<file path="src/rtl/divider_seq_pkg.sv">
// rtl/divider_seq_pkg.sv - shared widths, state encodings and counter sizing for divider_seq
package divider_seq_pkg;

  localparam int DW_DEF = 8;
  localparam int VW_DEF = 4;

  localparam logic [1:0] ST_IDLE   = 2'd0;
  localparam logic [1:0] ST_DIVIDE = 2'd1;
  localparam logic [1:0] ST_DONE   = 2'd2;

  function automatic int cnt_width(input int dw);
    return $clog2(dw + 1);
  endfunction

endpackage

</file>
<file path="src/rtl/divider_seq_if.sv">
// rtl/divider_seq_if.sv - start/done request and result bundle between controller and divider
interface divider_seq_if
  import divider_seq_pkg::*;
#(
  parameter int DW = DW_DEF,
  parameter int VW = VW_DEF
) ();

  logic          start;
  logic [DW-1:0] dividend;
  logic [VW-1:0] divisor;
  logic          busy;
  logic          done;
  logic          dbz;
  logic [DW-1:0] quotient;
  logic [VW-1:0] remainder;

  modport master (output start, dividend, divisor,
                  input  busy, done, dbz, quotient, remainder);
  modport slave  (input  start, dividend, divisor,
                  output busy, done, dbz, quotient, remainder);

endinterface

</file>
<file path="src/rtl/divider_seq_div_step.sv">
// rtl/divider_seq_div_step.sv - one restoring-division step: shift in a dividend bit, trial-subtract
module divider_seq_div_step #(
  parameter int VW = 4
) (
  input  logic [VW:0]   r_i,
  input  logic          q_msb_i,
  input  logic [VW-1:0] d_i,
  output logic [VW:0]   r_o,
  output logic          q_bit_o
);

  // r_i stays below 2^VW, so the shifted value fits VW+1 bits and bit VW+1 is a clean sign.
  logic [VW+1:0] diff;

  assign diff    = {r_i, q_msb_i} - {2'b00, d_i};
  assign q_bit_o = ~diff[VW+1];
  assign r_o     = q_bit_o ? diff[VW:0] : {r_i[VW-1:0], q_msb_i};

endmodule

</file>
<file path="src/rtl/divider_seq.sv">
// rtl/divider_seq.sv - radix-2 sequential restoring divider; DIV_ONE_BYPASS_EN shortcuts divisor==1
module divider_seq
  import divider_seq_pkg::*;
#(
  parameter int DW = DW_DEF,
  parameter int VW = VW_DEF
) (
  input  logic         clk,
  input  logic         rst,
  divider_seq_if.slave bus
);

  localparam int CW = cnt_width(DW);

  logic [1:0]    state_q, state_d;
  logic [CW-1:0] cnt_q, cnt_d;
  logic [VW:0]   r_q, r_d;
  logic [DW-1:0] q_q, q_d;
  logic [VW-1:0] d_q, d_d;
  logic [DW-1:0] quo_q, quo_d;
  logic [VW-1:0] rem_q, rem_d;
  logic          dbz_q, dbz_d;

  logic [VW:0]   step_r;
  logic          step_qb;
  logic          accept;

  divider_seq_div_step #(.VW(VW)) u_step (
    .r_i     (r_q),
    .q_msb_i (q_q[DW-1]),
    .d_i     (d_q),
    .r_o     (step_r),
    .q_bit_o (step_qb)
  );

  assign accept = bus.start && (state_q == ST_IDLE || state_q == ST_DONE);

  always_comb begin
    state_d = state_q;
    cnt_d   = cnt_q;
    r_d     = r_q;
    q_d     = q_q;
    d_d     = d_q;
    quo_d   = quo_q;
    rem_d   = rem_q;
    dbz_d   = dbz_q;
    case (state_q)
      ST_IDLE:   ;
      ST_DIVIDE: begin
        r_d   = step_r;
        q_d   = {q_q[DW-2:0], step_qb};
        cnt_d = cnt_q - CW'(1);
        if (cnt_q == CW'(1)) begin
          state_d = ST_DONE;
          quo_d   = {q_q[DW-2:0], step_qb};
          rem_d   = step_r[VW-1:0];
        end
      end
      ST_DONE:   state_d = ST_IDLE;
      default:   state_d = ST_IDLE;
    endcase
    // A start seen in DONE overrides the return to IDLE; done still pulses this cycle.
    if (accept) begin
      q_d   = bus.dividend;
      d_d   = bus.divisor;
      r_d   = '0;
      cnt_d = CW'(DW);
      dbz_d = 1'b0;
      if (bus.divisor == '0) begin
        state_d = ST_DONE;
        quo_d   = '1;
        rem_d   = '0;
        dbz_d   = 1'b1;
      end
`ifdef DIV_ONE_BYPASS_EN
      else if (bus.divisor == VW'(1)) begin
        state_d = ST_DONE;
        quo_d   = bus.dividend;
        rem_d   = '0;
      end
`endif
      else begin
        state_d = ST_DIVIDE;
      end
    end
  end

  always_ff @(posedge clk or negedge rst) begin
    if (!rst) begin
      state_q <= ST_IDLE;
      cnt_q   <= '0;
      r_q     <= '0;
      q_q     <= '0;
      d_q     <= '0;
      quo_q   <= '0;
      rem_q   <= '0;
      dbz_q   <= 1'b0;
    end else begin
      state_q <= state_d;
      cnt_q   <= cnt_d;
      r_q     <= r_d;
      q_q     <= q_d;
      d_q     <= d_d;
      quo_q   <= quo_d;
      rem_q   <= rem_d;
      dbz_q   <= dbz_d;
    end
  end

  assign bus.busy      = (state_q == ST_DIVIDE);
  assign bus.done      = (state_q == ST_DONE);
  assign bus.dbz       = dbz_q;
  assign bus.quotient  = quo_q;
  assign bus.remainder = rem_q;

endmodule

</file>
<file path="src/flat_wrapper.sv">
// flat-port wrapper written by rule: the top's interface ports become plain ports
module divider_seq_flat import divider_seq_pkg::*;
#(
  parameter int DW = DW_DEF,
  parameter int VW = VW_DEF
)
  (clk, rst, bus_start, bus_dividend, bus_divisor, bus_busy, bus_done, bus_dbz, bus_quotient, bus_remainder);
  divider_seq_if #(.DW(DW), .VW(VW)) bus_i ();
  input  logic clk;
  input  logic rst;
  input wire logic [$bits(bus_i.start)-1:0] bus_start;
  input wire logic [$bits(bus_i.dividend)-1:0] bus_dividend;
  input wire logic [$bits(bus_i.divisor)-1:0] bus_divisor;
  output wire logic [$bits(bus_i.busy)-1:0] bus_busy;
  output wire logic [$bits(bus_i.done)-1:0] bus_done;
  output wire logic [$bits(bus_i.dbz)-1:0] bus_dbz;
  output wire logic [$bits(bus_i.quotient)-1:0] bus_quotient;
  output wire logic [$bits(bus_i.remainder)-1:0] bus_remainder;
  assign bus_i.start = bus_start;
  assign bus_i.dividend = bus_dividend;
  assign bus_i.divisor = bus_divisor;
  assign bus_busy = bus_i.busy;
  assign bus_done = bus_i.done;
  assign bus_dbz = bus_i.dbz;
  assign bus_quotient = bus_i.quotient;
  assign bus_remainder = bus_i.remainder;
  divider_seq #(.DW(DW), .VW(VW)) u_core (.clk(clk), .rst(rst), .bus(bus_i));
endmodule
</file>
<file path="config.mk">
export PLATFORM = sky130hd
export DESIGN_NAME = divider_seq_flat
export DESIGN_NICKNAME = d
export VERILOG_FILES = /design/src/rtl/divider_seq_pkg.sv /design/src/rtl/divider_seq_if.sv /design/src/rtl/divider_seq_div_step.sv /design/src/rtl/divider_seq.sv /design/src/flat_wrapper.sv
export SDC_FILE = /design/constraint.sdc
export NUM_CORES = 1
export LEC_CHECK = 0
export ABC_AREA = 1
export BUFFER_PORTS_ARGS = -buffer_cell sky130_fd_sc_hd__buf_2
export CORE_MARGIN = 2
export CORE_UTILIZATION = 56
export CTS_CLUSTER_SIZE = 8
export DETAILED_ROUTE_END_ITERATION = 16
export PLACE_DENSITY = 0.8
export SYNTH_ARGS = -nofsm -noshare
export SYNTH_HDL_FRONTEND = slang
export SYNTH_SLANG_ARGS = --single-unit
export TNS_END_PERCENT = 50
</file>
<file path="constraint.sdc">
create_clock -name clk -period 2.2 [get_ports clk]
set_clock_uncertainty 0.1 [all_clocks]
set_input_delay 0.11 -clock clk [delete_from_list [all_inputs] [get_ports clk]]
set_output_delay 0.11 -clock clk [all_outputs]
set_load 0.01 [all_outputs]
</file>
==> impl.org <==
** Cells and area
- In the final layout, the share of cells above drive strength 1 is 20.8%.
- Commonest non-fill, non-tap cells in the layout :: 49 x nand2_1, 39 x inv_1, 36 x dfrtp_1
- Final instance area :: 2280 µm²
- The library cell used most frequently in the layout, excluding fill and tap cells, is nand2_1.
- Area overhead of the layout relative to synthesis :: 19.9%
- In the final design database the tool counted 290 nets.
- Antenna diode count :: 0

** Yosys
- Mean cell area of the mapped netlist :: 8.51 µm²
- The share of the Yosys chip area taken by registers is 47.5%.
- Summing the areas of all compound-gate instances in the mapped netlist gives 12.8% of the synthesized area.
- Cells after Synth :: 223
- Summing the areas of all and, or, nand and nor instances in the mapped netlist gives 23.2% of the synthesized area.
- In this run, distinct cell masters in the synthesized netlist total 33.
- Of the post-synthesis cell area, the part taken by muxes is 0%.
- When the netlist entered floorplanning its net count stood at 245.
- During synthesis, Yosys emitted a total of 0 warnings.
- Summing the areas of all fa, ha and maj instances in the mapped netlist gives 5.01% of the synthesized area.
- In this run, synthesis produced a sequential element count of 36.
- Post-synthesis cell area :: 1900 µm²
- Xor and xnor area share after synthesis :: 0.461%
- Main combinational cell family by area after synthesis :: simple AND/OR/NAND/NOR gates

** Clocking
- CTS tree :: built
- The H-tree was split into 2 levels.
- Clock Sink Count :: 36
- Counting the buffers created by CTS gives 5.
- Later-pin clock latency in the skew report :: 340 ps
- After clock tree synthesis, the clock-pin slew on the worst setup and hold paths is 110 ps.
- Clock tree synthesis selected as its root buffer the cell clkbuf_4.
- Clock buffer depth :: 2

** Floorplanning
- The die covers 3870 µm².
- The initialized floorplan defines 21 standard-cell rows.
- The floorplan step defined a core boundary enclosing 3280 µm².
- In this run the horizontal extent of the chip is 62.2 µm.
- Number of top-level design ports :: 30
- From bottom edge to top edge, the die measures 62.2 µm.
- Starting density of the core :: 57.8%

** Placement
- Port bufs :: 29
- GP Congestion :: 0.781
- Setup slack after placement :: 389 ps
- After detailed placement, the total cell area comes to 2070 µm².
- DP HPWL :: 2.72 mm

** Status
- The flow ran to the end, and the final reports show no timing, DRC or antenna violations.

** Timing
- Min Clock Period, post-route :: 1840 ps
- Transition time of the tightest slew-check pin :: 805 ps
- Max Fclk :: 0.542 GHz
- Setup violations remaining at the end of the flow were counted as 0.
- Max-slew violations :: 0
- The final critical path takes up 83.8% of the cycle.
- Worst slew margin relative to its limit :: 46.4%
- Setup repair after global routing left no endpoint under its margin.
- The number of endpoints with negative hold slack in the final report came to 0.
- Sum Neg Setup Slack :: 0 ps
- Setup slack on the critical path of the routed design comes to 356 ps.

** Detailed routing
- Drt total wl :: 3.99 mm
- Drc violations :: 0
- Vias post-DR :: 1573
- In this run the remaining antenna-violating nets after routing total 0.
- Before antenna repair, the detailed router went through 5 iterations.
- Dividing the detail-routed via count by the number of cells gives 4.99.
- After detailed routing, the average wire length per cell comes to 12.7 µm.
- In this run, the number of DRC markers left after iteration 0 of detailed routing was 87.

** Global route
- Entering global routing, the biggest net connects 37 pins.
- For this run the aggregate overflow at the end of global routing stands at 0.
- GRT Resource Usage Total :: 22.8%
- The via count of the first global-routing pass is 1573.
- Number of antenna violations at the first check in global routing :: 0
- Global-route wire length before repair :: 6.98 mm

** Worst setup path
- Critical Path Sink Type :: flop
- Req. time, crit path :: 2320 ps
- For the worst setup path, the data arrival time is 1960 ps.
- Critical Path Start Type :: flop
- Crit Path Class :: reg -> reg
- Biggest fanout along the worst timing path :: 9

** Min path
- The worst hold path belongs to the class in -> reg.

** Power
- Psw :: 1670 µW
- Net switching is 45.6% of the power.
- In this run, the combinational gates consume 55.4% of the power.
- Power density over the cells :: 1610 nW/µm²
- Power Internal :: 2000 µW
- The clock network burns 12.5% of the power.
- Relative contribution of sequential cells to total power :: 32.1%
- IR drop worst, VDD :: 0.000727 V
- Summed over all cells, the static leakage comes to 0.00119 µW.

** Flow run
- Across the run, the number of max-cap violations was 0.
## final cells by class
class | count | area [µm²]
clock buffer | 6 | 41.3
clock inverter | 2 | 35.0
fill | 257 | 1010
inverter | 43 | 164
multi-input combinational | 138 | 787
sequential | 36 | 901
tap | 46 | 57.6
timing repair buffer | 44 | 290
## metrics by stage
| stage | power [µW] | cells | hold slack (ps) | util [%] |
|---|---|---|---|---|
| 2_1_floorplan | 2730 | 223 | -286 | - |
| 3_3_place_gp | 3110 | 294 | 140 | 63.0 |
| 3_5_place_dp | 3190 | 294 | 133 | 63.0 |
| 4_1_cts | 3670 | 315 | 90.8 | 69.3 |
| 5_1_grt | 4020 | 315 | 140 | 69.3 |
| 6_report | 3670 | 315 | 90.4 | 69.3 |
## repair_timing
action / 4_1_cts / 5_1_grt
hold buffers: 13 / 0
gates resized for setup: 0 / 0
hold endpoints to repair: 48 / 0
endpoints found under the setup margin: 0 / 0
setup buffers: 0 / 0
## critical path, stage by stage (launching register included)
cell,delay (ps)
dfrtp_1,430
ha_1,340
nand2_1,90
inv_1,70
nand3_2,110
nand4_1,180
nand2_4,180
nand2_1,70
nand3_1,80
o21ai_0,80
## kinds of logic after synthesis
kind of cell,after synthesis
and+or+nand+nor,90
AOI/OAI and AO/OA,40
buffers and inverters,49
adders and majority gates,7
xor gates and xnor gates,1
DFF,36
## routing by layer
layer / GRT usage (%) / part of all wire (%)
met1: 30.0 / 47
met2: 38.5 / 48
met3: 4.35 / 3.4
met4: 7.50 / 1.4
met5: 0 / 0
## registers in the layout, summed over array words and instances, names as in the netlist
| signal | cells |
|---|---|
| u_core.cnt_q | 4 |
| u_core.q_q | 8 |
| u_core.bus.quotient | 8 |
| u_core.state_q | 2 |
| u_core.d_q | 4 |
| u_core.bus.dbz | 1 |
| u_core.r_q | 5 |
| u_core.bus.remainder | 4 |
## worst paths after layout
path,startpoint,end,slack [ps],cells past startpoint
min in group asynchronous,rst,u_core.bus.remainder[2],280,2
worst min-delay path,bus_start,u_core.bus.dbz,90,4
worst max-delay path,u_core.r_q[1],u_core.r_q[2],360,9
worst min register to register,u_core.d_q[2],u_core.d_q[2],400,2
max in group asynchronous,rst,u_core.d_q[0],1210,2
worst max register to register,u_core.r_q[1],u_core.r_q[2],360,9
## Yosys cell counts, drive strengths merged
cell type | number | area share [%]
o221ai | 7 | 3.2
a21o | 1 | 0.40
clkbuf | 1 | 0.20
o21a | 1 | 0.40
a22o | 1 | 0.46
buf | 5 | 2.2
nor3 | 1 | 0.53
fa | 1 | 1.1
nor2 | 14 | 4.2
dfrtp | 36 | 47
nand3 | 16 | 5.0
o22ai | 1 | 0.33
a21oi | 10 | 2.8
clkinv | 1 | 0.20
ha | 6 | 4.0
o21ai | 18 | 4.7
o211ai | 1 | 0.40
inv | 42 | 8.4
nand2 | 56 | 13
xor2 | 1 | 0.46
nand4 | 3 | 0.99
## power by group through the flow
stage / logic, µW / registers, µW / clock network, µW
floorplan: 1520 / 1220 / 0
global placement: 1940 / 1180 / 0
detailed placement: 2000 / 1190 / 0
CTS: 2030 / 1180 / 464
global route: 2310 / 1220 / 493
finish: 2030 / 1180 / 457
Note: power is estimated with default switching activity, not from simulation.
